File: src/rtl/homography_fetch_responder.sv
// -----------------------------------------------------------------------------
// homography_fetch_responder
//
// Homography-side responder for the sync controller's query/start interface.
// Each cycle with start=1 carries one pixel query {query_x, query_y}. Queries
// are queued in order, fetched as RGB565 words from frame memory over a
// req/ack port, and returned one per ready pulse, strictly in query order.
//
// Ports:
//   clk_25     in   pixel clock
//   rst_n      in   asynchronous active-low reset
//   start      in   query strobe, query_x/query_y valid while high
//   query_x    in   [9:0]  query column
//   query_y    in   [9:0]  query row
//   return_x   out  [9:0]  echoed column of the current result
//   return_y   out  [9:0]  echoed row of the current result
//   r, g, b    out  [4:0]/[5:0]/[4:0] colour of the current result
//   ready      out  one-cycle result strobe
//   mem_req    out  frame memory read request
//   mem_addr   out  [ADDR_W-1:0] read word address (y*H_ACTIVE + x)
//   mem_rdata  in   [15:0] RGB565 read data, valid with mem_ack
//   mem_ack    in   read complete (may arrive in the first mem_req cycle)
//   overflow   out  sticky flag: a query was dropped because the queue was full
//   pending    out  [DEPTH_LOG2:0] queries accepted but not yet returned
//
// Build option:
//   COORD_CLAMP_EN  when defined, out-of-range coordinates are clamped to the
//                   frame edge and fetched; otherwise they return black without
//                   a memory access. return_x/y always echo the raw query.
// -----------------------------------------------------------------------------
module homography_fetch_responder #(
  parameter int H_ACTIVE   = 640,
  parameter int V_ACTIVE   = 480,
  parameter int ADDR_W     = 19,
  parameter int DEPTH_LOG2 = 3
) (
  input  logic                  clk_25,
  input  logic                  rst_n,
  input  logic                  start,
  input  logic [9:0]            query_x,
  input  logic [9:0]            query_y,
  output logic [9:0]            return_x,
  output logic [9:0]            return_y,
  output logic [4:0]            r,
  output logic [5:0]            g,
  output logic [4:0]            b,
  output logic                  ready,
  output logic                  mem_req,
  output logic [ADDR_W-1:0]     mem_addr,
  input  logic [15:0]           mem_rdata,
  input  logic                  mem_ack,
  output logic                  overflow,
  output logic [DEPTH_LOG2:0]   pending
);

  localparam int DEPTH = 1 << DEPTH_LOG2;
  localparam logic [31:0] H_U = 32'(H_ACTIVE);
  localparam logic [31:0] V_U = 32'(V_ACTIVE);
  localparam logic [DEPTH_LOG2:0] DEPTH_C = (DEPTH_LOG2+1)'(DEPTH);

  typedef enum logic [0:0] {
    S_IDLE = 1'b0,
    S_REQ  = 1'b1
  } state_t;

  state_t                state_q, state_d;
  logic                  mem_req_q, mem_req_d;
  logic [ADDR_W-1:0]     mem_addr_q, mem_addr_d;
  logic [9:0]            cur_x_q, cur_x_d;
  logic [9:0]            cur_y_q, cur_y_d;
  logic [9:0]            ret_x_q, ret_x_d;
  logic [9:0]            ret_y_q, ret_y_d;
  logic [4:0]            r_q, r_d;
  logic [5:0]            g_q, g_d;
  logic [4:0]            b_q, b_d;
  logic                  ready_q, ready_d;
  logic                  overflow_q, overflow_d;
  logic [DEPTH_LOG2:0]   pending_q, pending_d;
  logic [DEPTH_LOG2:0]   wr_ptr_q, wr_ptr_d;
  logic [DEPTH_LOG2:0]   rd_ptr_q, rd_ptr_d;
  logic [19:0]           fifo_q [DEPTH];

  logic                  fifo_empty;
  logic [19:0]           head;
  logic [9:0]            head_x, head_y;
  logic [9:0]            eff_x, eff_y;
  logic                  fetch_ok;
  logic [ADDR_W-1:0]     head_addr;
  logic                  pop;
  logic                  accept;

  assign fifo_empty = (wr_ptr_q == rd_ptr_q);
  assign head       = fifo_q[rd_ptr_q[DEPTH_LOG2-1:0]];
  assign head_x     = head[19:10];
  assign head_y     = head[9:0];

  // Decide whether the queue head needs a memory fetch and which coordinates address it.
  always_comb begin
`ifdef COORD_CLAMP_EN
    fetch_ok = 1'b1;
    eff_x    = (32'(head_x) >= H_U) ? 10'(H_ACTIVE - 1) : head_x;
    eff_y    = (32'(head_y) >= V_U) ? 10'(V_ACTIVE - 1) : head_y;
`else
    fetch_ok = (32'(head_x) < H_U) && (32'(head_y) < V_U);
    eff_x    = head_x;
    eff_y    = head_y;
`endif
    // Product formed at ADDR_W width, i.e. the exact address truncated to the port.
    head_addr = ADDR_W'(eff_y) * ADDR_W'(H_ACTIVE) + ADDR_W'(eff_x);
  end

  // Fetch FSM: pops the queue, drives the memory port and builds each result.
  always_comb begin
    state_d    = state_q;
    mem_req_d  = mem_req_q;
    mem_addr_d = mem_addr_q;
    cur_x_d    = cur_x_q;
    cur_y_d    = cur_y_q;
    ret_x_d    = ret_x_q;
    ret_y_d    = ret_y_q;
    r_d        = r_q;
    g_d        = g_q;
    b_d        = b_q;
    ready_d    = 1'b0;
    pop        = 1'b0;
    case (state_q)
      S_IDLE: begin
        if (!fifo_empty) begin
          pop     = 1'b1;
          cur_x_d = head_x;
          cur_y_d = head_y;
          if (fetch_ok) begin
            mem_req_d  = 1'b1;
            mem_addr_d = head_addr;
            state_d    = S_REQ;
          end else begin
            // Out-of-frame query: answer black immediately, no memory access.
            ready_d = 1'b1;
            ret_x_d = head_x;
            ret_y_d = head_y;
            r_d     = 5'd0;
            g_d     = 6'd0;
            b_d     = 5'd0;
          end
        end else begin
          mem_req_d = 1'b0;
        end
      end
      S_REQ: begin
        if (mem_ack) begin
          ready_d = 1'b1;
          ret_x_d = cur_x_q;
          ret_y_d = cur_y_q;
          r_d     = mem_rdata[15:11];
          g_d     = mem_rdata[10:5];
          b_d     = mem_rdata[4:0];
          // Chain straight into the next fetch. An out-of-frame head is left
          // for S_IDLE so that it gets its own ready pulse next cycle.
          if (!fifo_empty && fetch_ok) begin
            pop        = 1'b1;
            cur_x_d    = head_x;
            cur_y_d    = head_y;
            mem_addr_d = head_addr;
            mem_req_d  = 1'b1;
          end else begin
            mem_req_d = 1'b0;
            state_d   = S_IDLE;
          end
        end else begin
          mem_req_d = 1'b1;
        end
      end
      default: begin
        state_d   = S_IDLE;
        mem_req_d = 1'b0;
      end
    endcase
  end

  // Queue bookkeeping. Capacity counts the in-flight query too, so a retiring
  // result on the same edge frees a slot for the incoming query.
  always_comb begin
    accept     = start && ((pending_q < DEPTH_C) || ready_d);
    overflow_d = overflow_q | (start & ~accept);
    wr_ptr_d   = wr_ptr_q + {{DEPTH_LOG2{1'b0}}, accept};
    rd_ptr_d   = rd_ptr_q + {{DEPTH_LOG2{1'b0}}, pop};
    pending_d  = pending_q + {{DEPTH_LOG2{1'b0}}, accept} - {{DEPTH_LOG2{1'b0}}, ready_d};
  end

  // Control and output registers.
  always_ff @(posedge clk_25 or negedge rst_n) begin
    if (!rst_n) begin
      state_q    <= S_IDLE;
      mem_req_q  <= 1'b0;
      mem_addr_q <= '0;
      cur_x_q    <= 10'd0;
      cur_y_q    <= 10'd0;
      ret_x_q    <= 10'd0;
      ret_y_q    <= 10'd0;
      r_q        <= 5'd0;
      g_q        <= 6'd0;
      b_q        <= 5'd0;
      ready_q    <= 1'b0;
      overflow_q <= 1'b0;
      pending_q  <= '0;
      wr_ptr_q   <= '0;
      rd_ptr_q   <= '0;
    end else begin
      state_q    <= state_d;
      mem_req_q  <= mem_req_d;
      mem_addr_q <= mem_addr_d;
      cur_x_q    <= cur_x_d;
      cur_y_q    <= cur_y_d;
      ret_x_q    <= ret_x_d;
      ret_y_q    <= ret_y_d;
      r_q        <= r_d;
      g_q        <= g_d;
      b_q        <= b_d;
      ready_q    <= ready_d;
      overflow_q <= overflow_d;
      pending_q  <= pending_d;
      wr_ptr_q   <= wr_ptr_d;
      rd_ptr_q   <= rd_ptr_d;
    end
  end

  // Query storage, written at the tail on each accepted query.
  always_ff @(posedge clk_25 or negedge rst_n) begin
    if (!rst_n) begin
      for (int i = 0; i < DEPTH; i++) begin
        fifo_q[i] <= 20'd0;
      end
    end else if (accept) begin
      fifo_q[wr_ptr_q[DEPTH_LOG2-1:0]] <= {query_x, query_y};
    end
  end

  assign return_x = ret_x_q;
  assign return_y = ret_y_q;
  assign r        = r_q;
  assign g        = g_q;
  assign b        = b_q;
  assign ready    = ready_q;
  assign mem_req  = mem_req_q;
  assign mem_addr = mem_addr_q;
  assign overflow = overflow_q;
  assign pending  = pending_q;

endmodule

File: config.mk
export PLATFORM = sky130hd
export DESIGN_NAME = homography_fetch_responder
export DESIGN_NICKNAME = d
export VERILOG_FILES = /design/src/rtl/homography_fetch_responder.sv
export SDC_FILE = /design/constraint.sdc
export NUM_CORES = 1
export LEC_CHECK = 0
export CAP_MARGIN = 40
export CORE_MARGIN = 2
export CORE_UTILIZATION = 55
export DETAILED_ROUTE_END_ITERATION = 7
export PLACE_DENSITY = 0.76
export SLEW_MARGIN = 20
export SYNTH_ARGS = -nofsm -noshare
export SYNTH_HDL_FRONTEND = slang
export SYNTH_SLANG_ARGS = --single-unit
File: constraint.sdc
create_clock -name clk_25 -period 11.22 [get_ports clk_25]
set_input_delay 2.244 -clock clk_25 [delete_from_list [all_inputs] [get_ports clk_25]]
set_output_delay 2.244 -clock clk_25 [all_outputs]
set_load 0.01 [all_outputs]
==> results.cfg <==
[run_status]
status = finished, final reports clean

[sta]
rsz0062_at_grt = false
fin_setup_tns_ns = 0
finalClockSkew_ns = 0.01418
tightest_slew_ns = 0.8045
finalHoldViolCount = 0
slew_viol_final = 0
fin_crit_ns = 4.781
period_share_pct = 42.61
max_freq_mhz = 209.2
setup_ws_ns = 6.439
slew_headroom_pct = 46.24
setup_viol = 0

[logic_synthesis]
ys_types = 59
synthTopCellsByArea = dfrtp_1, mux2_4, mux2_2, mux4_2, mux2_1
yosysTopAreaCell = dfrtp_1
yosys_most_used_dff = dfrtp_1
synthArstFlopShare_pct = 100.0
synth_edf_count = 0
synth_seq_cells = 251
syn_inst = 805
netlist_area_um2 = 12160
ys_top_cells_by_count = dfrtp_1, mux2_2, mux2_4
avgSynthCellArea_um2 = 15.11
synthMostInstantiatedCell = dfrtp_1
yosysSeqAreaShare_pct = 51.65
yosysTopAreaCellShare_pct = 51.65
ys_warn_count = 0
synthesis.nets = 875

[final_layout]
postLayoutCoreUtil_pct = 65.53
area_growth_pct = 17.22
finalNetCount = 978
drive_gt1_share_pct = 30.59

[routing]
highest_layer = met4
wl_met2_mm = 12.00
wl_met1_mm = 11.50
routed_wl_mm = 25.02
drtIter0Drc = 306
dr_total_vias = 6990
antenna_left = 0
viasPerCell = 5.810
wire_per_inst_um = 20.80
dr.pass1.iters = 4
wl_met3_mm = 1.148
drc = 0

[grt]
grtUsageTotal_pct = 21.80
grt_antenna_before_repair = 1
grt_max_degree = 97
overflow = 0
grt_pass1_wl_mm = 41.15
grt_pass1_vias = 7388

[min_path]
hp-start = rd_ptr_q[3]
hold_path.class = reg -> reg

[setup_path]
worst-setup-path-type = in -> reg
crit_fanout = 22
cp.required_ns = 11.64
critPathLaunch = mem_ack
reg2reg_slack_ns = 6.53
crit_arrival_ns = 5.20
rr_startpoint = rd_ptr_q[1]
end_kind = flop
crit_path_start_kind = primary input

[run]
cap_violations = 0

[cts]
cts_max_level = 1
cts_buffers = 26
insertion_delay_ns = 0.53
post-cts-setup-buffers = 0
cts_hold_buffers = 0
cts_tree = built
cts-root-buf = clkbuf_16
cts_resized = 0
clkSinkCount = 251
path_clk_slew_ns = 0.06
cts_max_path_buffers = 3

[floorplan]
die-area_um2 = 23320
core_area_um2 = 21760
num_rows = 54
die_h_um = 152.7
fp.dieW_um = 152.7
ioPinCount = 102
initial_core_util_pct = 55.90

[placement]
port-buffer-count = 101
pre_cts_ws_ns = 5.921
gp_congestion = 0.7520
dp_hpwl_mm = 16.33

[power]
ir_drop_uv = 169.7
p_per_area_nw_per_um2 = 384.2
p_leak_nw = 6.224
-- worst max-delay path, stage by stage --
cell and delay, ns:
clkdlybuf4s50_1 0.42, nand2_1 0.60, and2_1 0.64, nand2_1 0.13, nand2_1 0.10, ha_1 0.23, inv_1 0.06, ha_1 0.16
inv_1 0.07, fa_1 0.49, inv_1 0.04
-- flip-flops by register name (all words and copies together), names as in the netlist, 4 cells and up --
name and cells:
mem_addr 19, return_y 10, r 5, return_x 10
cur_y_q 10, wr_ptr_q 4, pending 4, b 5
rd_ptr_q 4, g 6, cur_x_q 10, fifo_q 160
-- kinds of logic after synthesis --
family                   count (synthesis)  synth area share, %
AO/OA/AOI/OAI                           89                5.617
XOR/XNOR                                23                1.656
adder cells (fa/ha/maj)                 30                3.272
buffers and inverters                   66                3.292
flip-flops                             251                51.65
multiplexers                           273                31.33
AND/OR/NAND/NOR                         73                3.189
-- area by class of cell --
cell class / instances / area (µm²)
Antenna cell: 1 / 2.502
Inverter: 19 / 71.32
Tap cell: 280 / 350.3
Clock buffer: 39 / 760.7
Fill cell: 1557 / 7500
Sequential cell: 251 / 6284
Multi-Input combinational cell: 488 / 5488
Timing Repair Buffer: 122 / 1285
Clock inverter: 3 / 15.01
-- stage by stage --
step,cells,instance area [µm²],power [mW],hold WS [ns]
CTS,1200,14210,5.490,0.4920
global placement,1152,13310,4.551,0.4582
floorplan,805,12160,3.876,0.4587
finish,1203,14260,5.478,0.4869
global route,1202,14250,5.863,0.4999
detailed placement,1158,13440,4.654,0.4785
-- cells in the final DEF, fill, tap and decap left out, types with 14 or more instances in the layout --
cell             synthesis  routed
xnor2_1                 16      16
inv_1                   17      17
nor2_1                  14      14
a22o_1                  17      17
buf_4                    5      14
ha_1                    27      27
mux2_4                  80      80
clkbuf_16                0      27
o21ai_0                 20      20
nand3_1                 25      25
dfrtp_1                251     249
mux4_2                  40      40
clkdlybuf4s50_1          0     100
mux2i_1                 21      21
mux2_2                  91      91
mux2_1                  40      40
-- power breakdown --
group          internal (mW)  switching (mW)
registers               1.37           0.271
clock network          0.462           0.339
logic                   1.61            1.42
total                   3.45            2.03
-- path summary, 6_finish.rpt --
check	endpoint	depth (start not counted)
worst min-delay path	rd_ptr_q[3]	1
worst min register to register	rd_ptr_q[3]	1
max in group asynchronous	fifo_q[110]	3
worst max-delay path	pending[1]	11
worst max register to register	mem_addr[18]	12
min in group asynchronous	mem_addr[18]	1
-- per-layer routing --
layer  track usage [%]  up-vias
li1                  -     3172
met1             31.27     3622
met2             35.72      160
met3             3.299       36
met4             4.850        0
met5                 0        -
Note: power is estimated with default switching activity, not from simulation.
